File: config.mk
export PLATFORM = sky130hd
export DESIGN_NAME = dm_port_arbiter
export DESIGN_NICKNAME = d
export VERILOG_FILES = /design/src/rtl/dm_arb_pkg.sv /design/src/rtl/dm_rd_tag_pipe.sv /design/src/rtl/dm_port_arbiter.sv
export SDC_FILE = /design/constraint.sdc
export NUM_CORES = 1
export LEC_CHECK = 0
export BUFFER_PORTS_ARGS = -buffer_cell sky130_fd_sc_hd__buf_4
export CAP_MARGIN = 40
export CORE_AREA = 10 10 119 121
export DETAILED_ROUTE_END_ITERATION = 6
export DIE_AREA = 0 0 129 131
export GPL_TIMING_DRIVEN = 0
export PLACE_DENSITY_LB_ADDON = 0.05
export SKIP_CTS_REPAIR_TIMING = 1
export SYNTH_ARGS = -nofsm -noshare
export SYNTH_HDL_FRONTEND = slang
export SYNTH_SLANG_ARGS = --single-unit
File: constraint.sdc
create_clock -name clock -period 1.9 [get_ports clock]
set_clock_uncertainty 0.15 [all_clocks]
set_input_delay 0.38 -clock clock [delete_from_list [all_inputs] [get_ports clock]]
set_output_delay 0.38 -clock clock [all_outputs]
set_load 0.02 [all_outputs]
File: src/rtl/dm_arb_pkg.sv
// Shared types and default widths for the data-memory port arbiter.
// Read tags record who owns each in-flight read so the returning data can be steered back to it.
package dm_arb_pkg;

    localparam int unsigned DEF_ADDR_W = 32;
    localparam int unsigned DEF_DATA_W = 32;

    typedef enum logic {
        ARB    = 1'b0,
        LOCKED = 1'b1
    } arb_state_t;

    typedef enum logic {
        OWNER_CPU  = 1'b0,
        OWNER_HOST = 1'b1
    } owner_t;

    typedef struct packed {
        logic   valid;
        owner_t owner;
    } rd_tag_t;

endpackage

File: src/rtl/dm_rd_tag_pipe.sv
// Delay line of read tags matching the RAM read latency.
// Its output marks which requester receives mem_read_data in the current cycle.
module dm_rd_tag_pipe
    import dm_arb_pkg::*;
#(
    parameter int unsigned READ_LATENCY = 1
) (
    input  logic    clock,
    input  logic    reset,
    input  rd_tag_t tag_in,
    output rd_tag_t tag_out
);

    rd_tag_t tag_r [READ_LATENCY];

    // Shift tags one stage per cycle; reset drops every in-flight read
    always_ff @(posedge clock) begin
        if (reset) begin
            for (int i = 0; i < int'(READ_LATENCY); i++) begin
                tag_r[i] <= '0;
            end
        end else begin
            tag_r[0] <= tag_in;
            for (int i = 1; i < int'(READ_LATENCY); i++) begin
                tag_r[i] <= tag_r[i-1];
            end
        end
    end

    assign tag_out = tag_r[READ_LATENCY-1];

endmodule

File: src/rtl/dm_port_arbiter.sv
// Shares the single-port data RAM between the CPU data port and the host/debug port.
// Round-robin arbitration, host burst locking, and a starvation guard that forces the CPU through.
module dm_port_arbiter
    import dm_arb_pkg::*;
#(
    parameter int unsigned ADDR_W       = DEF_ADDR_W,
    parameter int unsigned DATA_W       = DEF_DATA_W,
    parameter int unsigned READ_LATENCY = 1,
    parameter int unsigned MAX_WAIT     = 4
) (
    input  logic              clock,
    input  logic              reset,
    input  logic              cpu_req,
    input  logic              cpu_we,
    input  logic [ADDR_W-1:0] cpu_addr,
    input  logic [DATA_W-1:0] cpu_wdata,
    output logic              cpu_gnt,
    output logic              cpu_rvalid,
    output logic [DATA_W-1:0] cpu_rdata,
    input  logic              host_req,
    input  logic              host_we,
    input  logic [ADDR_W-1:0] host_addr,
    input  logic [DATA_W-1:0] host_wdata,
    input  logic              host_lock,
    output logic              host_gnt,
    output logic              host_rvalid,
    output logic [DATA_W-1:0] host_rdata,
    output logic              mem_write_enable,
    output logic [ADDR_W-1:0] mem_write_address,
    output logic [DATA_W-1:0] mem_write_data,
    output logic [ADDR_W-1:0] mem_read_address,
    input  logic [DATA_W-1:0] mem_read_data
);

    localparam logic [7:0] MAX_WAIT_C = 8'(MAX_WAIT);

    arb_state_t state_r, next_state_s;
    owner_t     last_owner_r, next_owner_s;
    logic [7:0] wait_cnt_r, next_wait_s;
    logic       cpu_force_s;
    rd_tag_t    tag_in_s, tag_out_s;

    // Grant decision: forced CPU first, then a held host lock, otherwise round-robin
    always_comb begin
        cpu_gnt     = 1'b0;
        host_gnt    = 1'b0;
        cpu_force_s = cpu_req && (wait_cnt_r == MAX_WAIT_C);
        if (reset) begin
            cpu_gnt  = 1'b0;
            host_gnt = 1'b0;
        end else if (cpu_force_s) begin
            cpu_gnt = 1'b1;
        end else if ((state_r == LOCKED) && host_lock) begin
            host_gnt = host_req;
        end else if (cpu_req && host_req) begin
            if (last_owner_r == OWNER_HOST) begin
                cpu_gnt = 1'b1;
            end else begin
                host_gnt = 1'b1;
            end
        end else begin
            cpu_gnt  = cpu_req;
            host_gnt = host_req;
        end
    end

    // Next lock state, owner history and CPU wait counter
    always_comb begin
        next_state_s = state_r;
        next_owner_s = last_owner_r;
        next_wait_s  = wait_cnt_r;
        case (state_r)
            ARB:     next_state_s = (host_gnt && host_lock) ? LOCKED : ARB;
            LOCKED:  next_state_s = host_lock ? LOCKED : ARB;
            default: next_state_s = ARB;
        endcase
        if (cpu_gnt) begin
            next_owner_s = OWNER_CPU;
        end else if (host_gnt) begin
            next_owner_s = OWNER_HOST;
        end else begin
            next_owner_s = last_owner_r;
        end
        if (!cpu_req || cpu_gnt) begin
            next_wait_s = 8'd0;
        end else if (wait_cnt_r < MAX_WAIT_C) begin
            next_wait_s = wait_cnt_r + 8'd1;
        end else begin
            next_wait_s = wait_cnt_r;
        end
    end

    // Arbiter state registers
    always_ff @(posedge clock) begin
        if (reset) begin
            state_r      <= ARB;
            last_owner_r <= OWNER_HOST;
            wait_cnt_r   <= 8'd0;
        end else begin
            state_r      <= next_state_s;
            last_owner_r <= next_owner_s;
            wait_cnt_r   <= next_wait_s;
        end
    end

    // Route the granted requester onto the RAM ports and tag its reads
    always_comb begin
        mem_write_enable  = 1'b0;
        mem_write_address = '0;
        mem_write_data    = '0;
        mem_read_address  = '0;
        tag_in_s          = '0;
        if (cpu_gnt) begin
            if (cpu_we) begin
                mem_write_enable  = 1'b1;
                mem_write_address = cpu_addr;
                mem_write_data    = cpu_wdata;
            end else begin
                mem_read_address = cpu_addr;
                tag_in_s         = '{valid: 1'b1, owner: OWNER_CPU};
            end
        end else if (host_gnt) begin
            if (host_we) begin
                mem_write_enable  = 1'b1;
                mem_write_address = host_addr;
                mem_write_data    = host_wdata;
            end else begin
                mem_read_address = host_addr;
                tag_in_s         = '{valid: 1'b1, owner: OWNER_HOST};
            end
        end else begin
            tag_in_s = '0;
        end
    end

    dm_rd_tag_pipe #(
        .READ_LATENCY(READ_LATENCY)
    ) u_rd_tag_pipe (
        .clock  (clock),
        .reset  (reset),
        .tag_in (tag_in_s),
        .tag_out(tag_out_s)
    );

    // Steer returning read data to its owner only
    always_comb begin
        cpu_rvalid  = 1'b0;
        host_rvalid = 1'b0;
        if (reset) begin
            cpu_rvalid  = 1'b0;
            host_rvalid = 1'b0;
        end else begin
            cpu_rvalid  = tag_out_s.valid && (tag_out_s.owner == OWNER_CPU);
            host_rvalid = tag_out_s.valid && (tag_out_s.owner == OWNER_HOST);
        end
        cpu_rdata  = cpu_rvalid  ? mem_read_data : '0;
        host_rdata = host_rvalid ? mem_read_data : '0;
    end

endmodule

==> flow_summary.json, run 1 <==
{
  "yosys-top-cells-count": "161 x nand2_1, 71 x and2_1, 65 x mux2i_1",
  "htree_levels": 1,
  "num_rows": 40,
  "ant_nets": 0,
  "worst_hold_slack_ns": 0.232,
  "synth_cell_types": 39,
  "ys_warn_count": 0,
  "min_path_cells": 2,
  "root_buffer": "clkbuf_16",
  "first_global_vias": 4780,
  "crit_required_ns": 1.37,
  "drive_gt1_share_pct": 66.2,
  "first_pass_iters": 4,
  "cts_tree": "yes",
  "ys_ff_latch": 12,
  "yosysTopAreaCellShare_pct": 22.8,
  "numCtsBuffers": 3,
  "power_leakage_nw": 3.47,
  "clockBufferDepth": 2,
  "io_pins": 332,
  "dieArea_um2": 16900,
  "core_um2": 11800,
  "cp_cell_sequence": "inv_2 > ha_4 > and2_4 > nand4_4 > buf_6 > and2_4 > buf_12 > buf_12 > o21ai_4 > buf_6",
  "critical_path.top_delay_family": "buffers and inverters",
  "syn_avg_cell_area_um2": 6.27,
  "syn2layout_area_growth_pct": 172,
  "rsz0062_at_grt": "yes",
  "tns_ns": -49.22,
  "port_buffers": 330,
  "grt_overflow": 0,
  "slew_violations": 0,
  "syn_area_um2": 2850,
  "grt_pass1_wl_um": 26700,
  "antenna_found_initial": 0,
  "wl_um": 19900,
  "diodes": 0,
  "min_path_type": "in2reg",
  "grt.total_usage_pct": 19.9,
  "routed_via_density": 4.88,
  "synth_cells": 455,
  "worstHoldEndpoint": "state_r",
  "rr_worst_depth": 10,
  "nets": 996,
  "setup_viol": 99,
  "max-cap-violations": 0,
  "fin_util_pct": 65.6,
  "grt_max_degree": 11,
  "yosys-top-cells-area": "mux2i_1 23%, nand2_1 21%, and2_1 16%",
  "reg2reg_slack_ns": 0.04,
  "yosysSeqAreaShare_pct": 8.42,
  "reg2reg_to": "u_rd_tag_pipe.tag_r[0][1]",
  "hp-start": "host_lock",
  "synth_edf_count": 0,
  "slowest_stage": "dfxtp_2",
  "p_per_area_nw_per_um2": 288,
  "place_hpwl_um": 16100,
  "post-place-ws_ns": -0.633,
  "worstSkewPairLatency_ns": 0.24,
  "yosysTopAreaCell": "mux2i_1",
  "worstMarginPinSlew_ns": 0.518,
  "r2r_start": "wait_cnt_r[0]",
  "placed_cells": 932,
  "wire_per_inst_um": 20.5,
  "ys_async_sr_fraction_pct": 0,
  "drc": 0,
  "fin_cells": 973,
  "slowest_delay_ns": 0.32,
  "worst_slack_ns": -0.580,
  "fmax_mhz": 403,
  "die_w_um": 129,
  "start_util_pct": 24.2,
  "yosys.cell_count.top_type": "nand2_1",
  "status": "finished, violations left",
  "crit_path_end_kind": "primary output",
  "clock_sinks": 12,
  "cp_max_fo": 6,
  "arrival_ns": 1.95,
  "hold_viol": 0,
  "worstSetupPathType": "reg2out",
  "worst-path-buf-inv": 5,
  "start_kind": "register",
  "path_clk_slew_ns": 0.04,
  "failed_checks": "setup timing",
  "vias": 4749,
  "gp_congestion": 0.823,
  "die-height_um": 131,
  "drt-initial-drc-count": 217,
  "synth_fp_nets": 624,
  "period_minus_slack_ns": 2.48,
  "synth_top_flop_cell": "dfxtp_1",
  "fin_crit_sh_pct": 131,
  "slew_headroom_pct": 65.5,
  "irDropWorstVdd_uv": 221
}
==> kinds of logic (layout without fill, tap and decap cells) <==
group	after synthesis	in the layout	synth area share [%]
xor+xnor	1	1	0.307
mux	66	66	23.2
flops	12	12	8.42
fa+ha+maj	2	2	0.877
buf+inv	47	418	9.03
compound gates	41	41	8.55
simple gates	286	286	49.6
==> metrics by stage <==
step / instance area [µm²] / total power, W
floorplan: 3820 / 0.000973
global placement: 6480 / 0.00152
detailed placement: 6480 / 0.00154
CTS: 6570 / 0.00197
global route: 7750 / 0.00233
finish: 7750 / 0.00223
==> worst max-delay path by stage <==
stage | from | end | slack, ns | depth (start not counted)
4_1_cts | wait_cnt_r[3] | mem_write_address[27] | -0.77 | 7
5_1_grt | wait_cnt_r[0] | mem_write_address[27] | -0.64 | 9
3_3_place_gp | reset | mem_read_address[30] | -0.61 | 6
3_5_place_dp | reset | mem_read_address[13] | -0.63 | 6
6_report | wait_cnt_r[0] | mem_read_address[5] | -0.58 | 10
2_1_floorplan | wait_cnt_r[0] | mem_write_address[10] | -0.17 | 8
==> metal layers <==
layer,up-vias,global-route usage [%],part of all wire (%)
li1,2274,-,-
met1,2248,19.6,34
met2,219,38.7,54
met3,8,8.14,11
met4,0,2.94,0.75
met5,-,0,0
==> sequential cells by signal, summed over array words and instances (netlist names) <==
name and cells:
wait_cnt_r 8, u_rd_tag_pipe.tag_r 2, last_owner_r 1, state_r 1
==> cell type report <==
type	count	area, µm²
buffer	43	464
clock buffer	4	88.8
fill	983	4060
inverter	4	15.0
multi-input combinational	396	3380
sequential	12	248
tap	147	184
timing repair buffer	367	3370
==> power breakdown <==
part / internal (W) / switching [W]
Combinational: 0.000837 / 0.000706
Sequential: 0.000260 / 0.00000614
Clock: 0.000317 / 0.000108
==> cells in the final DEF, fill, tap and decap left out, types with 2 or more instances in the layout <==
cell and count:
nor2_4 2, clkbuf_4 4, mux2i_4 39, clkbuf_1 4, clkbuf_16 13, o21ai_2 3
buf_6 114, inv_2 2, buf_4 250, buf_16 3, mux2i_1 6, inv_1 2
nand2_1 160, nand4_1 32, clkbuf_2 8, nor2_1 4, buf_2 5, dfxtp_1 6
buf_12 10, and2_4 22, dfxtp_2 6, mux2i_2 20, buf_8 2, a31oi_1 2
o21ai_4 29, and2_1 50
No activity file was read; power rests on OpenSTA's default activity.
==> inputs of run 2 (changes only) <==
CORE_AREA = 10 10 120 122   (was 10 10 119 121)
DIE_AREA = 0 0 130 132   (was 0 0 129 131)
SYNTH_HIERARCHICAL = 1   (was default)
==> run 2 against run 1 <==
Effect of this change:
- the run still ends with setup timing left
- area after synthesis fell by 31%
- combinational power fell by 31%
- wire length fell by 22%
- synthesized cell count fell by 45%
- fmax fell by 7.3%
- critical path depth fell by 1
- sequential share of layout area rose by 0.97 points
- power fell by 22%
- cell area fell by 25%
- critical endpoint is now mem_write_address[20]
==> flow_summary.json, run 2 <==
{
  "dr.max_layer_used": "met4",
  "yosys-top-cells-count": "96 x a22o_1, 69 x and2_1, 14 x buf_2",
  "htree_levels": 1,
  "cts_tree": "yes",
  "path_clk_slew_ns": 0.04,
  "min_path_type": "in2reg",
  "worst_slack_ns": -0.776,
  "synth_cells": 249,
  "fin_util_pct": 48.9,
  "drc": 0,
  "crit_required_ns": 1.37,
  "worstSetupPathType": "reg2out",
  "fin_cells": 746,
  "root_buffer": "clkbuf_16",
  "rr_worst_depth": 7,
  "crit_path_end_kind": "primary output",
  "diodes": 0,
  "slowest_stage": "a22oi_2",
  "worstMarginPinSlew_ns": 0.436,
  "hp-start": "reset",
  "num_rows": 40,
  "grt.total_usage_pct": 15.7,
  "max-cap-violations": 0,
  "placed_cells": 727,
  "port_buffers": 331,
  "slew_violations": 0,
  "final_area_um2": 5830,
  "reg2reg_slack_ns": -0.04,
  "irDropWorstVdd_uv": 219,
  "slew_headroom_pct": 70.9,
  "wl_met1_um": 4740,
  "reg2reg_to": "u_rd_tag_pipe/tag_r[0][1]",
  "power_leakage_nw": 3.13,
  "failed_checks": "setup timing",
  "grt_max_degree": 11,
  "antenna_found_initial": 0,
  "final_common_cell": "buf_4",
  "cp_max_fo": 10,
  "yosysTopAreaCell": "a22o_1",
  "syn2layout_area_growth_pct": 198,
  "cp_cell_sequence": "inv_2 > ha_2 > and4bb_2 > a22oi_2 > nor3b_4 > buf_6 > buf_6 > a22o_1 > buf_4",
  "top_regs": "wait_cnt_r (8), u_rd_tag_pipe/tag_r (2)",
  "die_w_um": 130,
  "ys_ff_latch": 12,
  "dieArea_um2": 17200,
  "setup_viol": 120,
  "critical_path.top_delay_family": "compound AO/OA/AOI/OAI gates",
  "p_per_area_nw_per_um2": 301,
  "timing.critical_path.mode_cell": "buf_6",
  "yosysSeqAreaShare_pct": 12.3,
  "clockBufferDepth": 2,
  "dpl-instance-area_um2": 5070,
  "status": "finished, violations left",
  "ys_warn_count": 6,
  "start_kind": "register",
  "largest_reg_flops": 8,
  "first_pass_iters": 4,
  "core_um2": 11900,
  "grt_overflow": 0,
  "ys_async_sr_fraction_pct": 0,
  "drive_gt1_share_pct": 78.0,
  "io_pins": 332,
  "synth_edf_count": 0,
  "start_util_pct": 16.4,
  "wl_met3_um": 1990,
  "hold_viol": 0,
  "worstSkewPairLatency_ns": 0.24,
  "gp_congestion": 0.746,
  "r2r_start": "wait_cnt_r[1]",
  "layout_common_cells": "262 x buf_4, 100 x buf_6, 52 x a22o_1",
  "wire_per_inst_um": 20.9,
  "slowest_delay_ns": 0.37,
  "critical_path.startpoint": "wait_cnt_r[1]",
  "ant_nets": 0,
  "die-height_um": 132,
  "route.met2.wl_um": 8710,
  "grt_pass1_wl_um": 21200,
  "worst-path-buf-inv": 4,
  "fmax_mhz": 374,
  "numCtsBuffers": 3,
  "arrival_ns": 2.15,
  "first_global_vias": 3563,
  "yosys-top-cells-area": "a22o_1 43%, and2_1 22%, dfxtp_1 12%",
  "rsz0062_at_grt": "yes",
  "clock_sinks": 12,
  "yosys.cell_count.top_type": "a22o_1",
  "drt-initial-drc-count": 56,
  "place_hpwl_um": 13400,
  "regMostFlops": "wait_cnt_r",
  "worst_hold_slack_ns": 0.259,
  "fin_crit_sh_pct": 141,
  "syn_avg_cell_area_um2": 7.86,
  "synth_cell_types": 29,
  "vias": 3399,
  "nets": 769,
  "cp.depth": 9,
  "synth_fp_nets": 418,
  "p_total_w": 0.00175,
  "routed_via_density": 4.56,
  "yosysTopAreaCellShare_pct": 43.0,
  "period_minus_slack_ns": 2.68,
  "syn_area_um2": 1960,
  "wl_um": 15600,
  "synth_top_flop_cell": "dfxtp_1",
  "crit_end": "mem_write_address[20]"
}
## run 2: tightest hold or removal path: stages
cell and delay [ns]:
buf_12 0.08, buf_4 0.10, nor2b_1 0.03
## run 2: how the worst min path moves through the flow
stage	to	slack (ns)	depth (start not counted)
floorplan	wait_cnt_r[3]	0.30	1
global placement	wait_cnt_r[4]	0.31	1
detailed placement	wait_cnt_r[3]	0.31	1
CTS	u_rd_tag_pipe/tag_r[0][0]	0.20	2
global route	u_rd_tag_pipe/tag_r[0][0]	0.26	3
finish	u_rd_tag_pipe/tag_r[0][0]	0.26	3
## run 2: stage by stage
step / setup WS, ns / setup TNS [ns]
2_1_floorplan: -0.261 / -22.71
3_3_place_gp: -0.690 / -82.47
3_5_place_dp: -0.694 / -84.81
4_1_cts: -0.961 / -111.10
5_1_grt: -0.861 / -81.99
6_report: -0.776 / -71.10
## run 2: report_power, final
group / leakage [nW] / switching, W / internal [W]
registers: 0.0983 / 0.00000405 / 0.000260
logic: 2.99 / 0.000460 / 0.000599
clock network: 0.0442 / 0.000113 / 0.000318
## run 2: cells by family after synthesis
kind of cell | Yosys count | share of synthesized area (%)
AOI/OAI and AO/OA | 102 | 45.1
and+or+nand+nor | 102 | 33.3
buffers and inverters | 30 | 7.61
DFF | 12 | 12.3
adders and majority gates | 2 | 1.28
xor gates and xnor gates | 1 | 0.448
## run 2: area by class of cell
class,instances,area [µm²]
Fill cell,1144,6080
Timing Repair Buffer,348,2970
Multi-Input combinational cell,207,2060
Buffer,26,280
Sequential cell,12,243
Tap cell,147,184
Clock buffer,4,88.8
Inverter,2,7.51
## run 2: per-layer routing
metal | vias to the layer above | GRT usage [%]
met5 | - | 0
met4 | 0 | 2.25
met3 | 8 | 7.52
met2 | 185 | 31.9
met1 | 1559 | 13.2
li1 | 1647 | -
==> inputs of run 3 (changes only) <==
CORE_AREA = 10 10 121 123   (was 10 10 120 122)
DIE_AREA = 0 0 131 133   (was 0 0 130 132)
HOLD_SLACK_MARGIN = 0.08   (was default)
clock period = 2.8 ns   (was 1.9 ns; I/O delays follow)
==> run 3 against run 2 <==
Effect of this change:
- the flow still finishes with violations (setup timing)
- first-iteration DRC count grew 50%
- count of clock-buffer cells in the layout did not move
- sequential power decreased by 32%
- final cell count increased by 2.4%
- clock power down 32%
- non-clock buffer count fell by 7
- cell area decreased by 14%
- largest power group unchanged
- highest routed layer unchanged
==> flow_summary.json, run 3 (synthesis results as in run 2) <==
{
  "failed_checks": "setup timing",
  "start_util_pct": 15.8,
  "grt_overflow": 0,
  "arrival_ns": 2.18,
  "status": "finished, violations left",
  "worst_slack_ns": -0.0927,
  "worst-path-buf-inv": 5,
  "grt_util_met3_pct": 7.27,
  "grt.total_usage_pct": 15.3,
  "start_kind": "register",
  "p_sw_w": 0.000360,
  "switching_share_pct": 32.7,
  "setup_viol": 33,
  "io_pins": 332,
  "cp_cell_sequence": "inv_2 > ha_2 > and4bb_2 > a22oi_2 > buf_4 > nor3_4 > buf_6 > clkbuf_16 > a22o_1 > buf_6",
  "path_clk_slew_ns": 0.05,
  "wire_per_inst_um": 19.4,
  "crit_path_end_kind": "primary output",
  "worstSkewPairLatency_ns": 0.24,
  "syn2layout_area_growth_pct": 158,
  "dpl-instance-area_um2": 4660,
  "layout_common_cells": "310 x buf_4, 96 x a22o_1, 69 x and2_1",
  "gr-usage-met1_pct": 13.6,
  "port_buffers": 331,
  "slowest_stage": "dfxtp_2",
  "grt_max_degree": 11,
  "root_buffer": "clkbuf_16",
  "clockBufferDepth": 2,
  "hold_viol": 0,
  "timing.critical_path.mode_cell": "buf_6",
  "regMostFlops": "wait_cnt_r",
  "multi_input_area_um2": 1580,
  "gp_congestion": 0.756,
  "p_per_area_nw_per_um2": 218,
  "p_seq_share_pct": 16.2,
  "power_leakage_nw": 2.71,
  "slowest_delay_ns": 0.33,
  "cts_tree": "yes",
  "place_hpwl_um": 13000,
  "fmax_mhz": 346,
  "slew_headroom_pct": 67.1,
  "grt_util_met2_pct": 29.9,
  "drt-initial-drc-count": 84,
  "num-fill-cells": 1300,
  "diodes": 0,
  "worstMarginPinSlew_ns": 0.494,
  "nets": 762,
  "routed_via_density": 4.35,
  "worst_hold_slack_ns": 0.334,
  "regArea_um2": 243,
  "final_common_cell": "buf_4",
  "placed_cells": 752,
  "combPwrFrac_pct": 57.2,
  "num_rows": 41,
  "reg2reg_slack_ns": 0.72,
  "antenna_found_initial": 0,
  "drive_gt1_share_pct": 63.9,
  "die_w_um": 131,
  "clock_sinks": 12,
  "top_regs": "wait_cnt_r (8), u_rd_tag_pipe/tag_r (2)",
  "slew_violations": 0,
  "first_pass_iters": 4,
  "fin_crit_sh_pct": 103,
  "first_global_vias": 3567,
  "dieArea_um2": 17400,
  "grt_pass1_wl_um": 21000,
  "final_area_um2": 5040,
  "worstSetupPathType": "reg2out",
  "critical_path.top_delay_family": "buffers and inverters",
  "pwr-share-clk_pct": 26.6,
  "drc": 0,
  "largest_reg_flops": 8,
  "numCtsBuffers": 3,
  "vias": 3324,
  "max-cap-violations": 0,
  "cp_max_fo": 6,
  "min_path_type": "reg2reg",
  "period_minus_slack_ns": 2.89,
  "top_usage_layer": "met2",
  "irDropWorstVdd_uv": 165,
  "rsz0062_at_grt": "yes",
  "p_int_w": 0.000741,
  "die-height_um": 133,
  "core_um2": 12400,
  "wl_um": 14800,
  "crit_required_ns": 2.09,
  "fin_cells": 764,
  "htree_levels": 1,
  "ant_nets": 0
}
run 3: cell types whose count changed in the layout (fill, tap and decap cells not counted), sizes merged:
| cell | previous run | this run |
|---|---|---|
| buf | 368 | 358 |
| clkbuf | 10 | 13 |
run 3: power groups by stage:
stage          logic, W  registers [W]  clock network, W
6_report       0.000629       0.000179          0.000293
5_1_grt        0.000675       0.000179          0.000314
4_1_cts        0.000596       0.000178          0.000300
3_5_place_dp   0.000595       0.000181                 0
3_3_place_gp   0.000590       0.000181                 0
2_1_floorplan  0.000235       0.000181                 0
run 3: path summary, 6_finish.rpt:
check	from	endpoint	cells past startpoint
worst max register to register	wait_cnt_r[1]	u_rd_tag_pipe/tag_r[0][1]	9
worst min-delay path	wait_cnt_r[4]	wait_cnt_r[4]	1
worst min register to register	wait_cnt_r[4]	wait_cnt_r[4]	1
worst max-delay path	wait_cnt_r[1]	mem_read_address[20]	10
run 3: per-stage QoR:
| stage | TNS [ns] | setup WS, ns | utilization (%) | power, W |
|---|---|---|---|---|
| after floorplan | 0 | 0.284 | - | 0.000416 |
| after global routing | -10.29 | -0.205 | 40.8 | 0.00117 |
| after detailed placement | -6.90 | -0.208 | 37.7 | 0.000776 |
| final | -1.74 | -0.0927 | 40.8 | 0.00110 |
| after global placement | -4.19 | -0.134 | 37.7 | 0.000771 |
| after CTS | -21.45 | -0.334 | 38.4 | 0.00107 |
run 3: layout make-up:
| cell class | instances | area share, % |
|---|---|---|
| Inverter | 2 | 0.149 |
| Buffer | 27 | 4.00 |
| Clock buffer | 4 | 1.76 |
| Sequential cell | 12 | 4.82 |
| Tap cell | 172 | 4.27 |
| Multi-Input combinational cell | 207 | 31.4 |
| Timing Repair Buffer | 340 | 53.6 |
run 3: layer usage:
| layer | up-vias | wire, µm | part of all wire, % |
|---|---|---|---|
| met1 | 1495 | 4420 | 30 |
| li1 | 1629 | - | - |
| met3 | 16 | 1890 | 13 |
| met4 | 0 | 238 | 1.6 |
| met5 | - | 0 | 0 |
| met2 | 184 | 8290 | 56 |
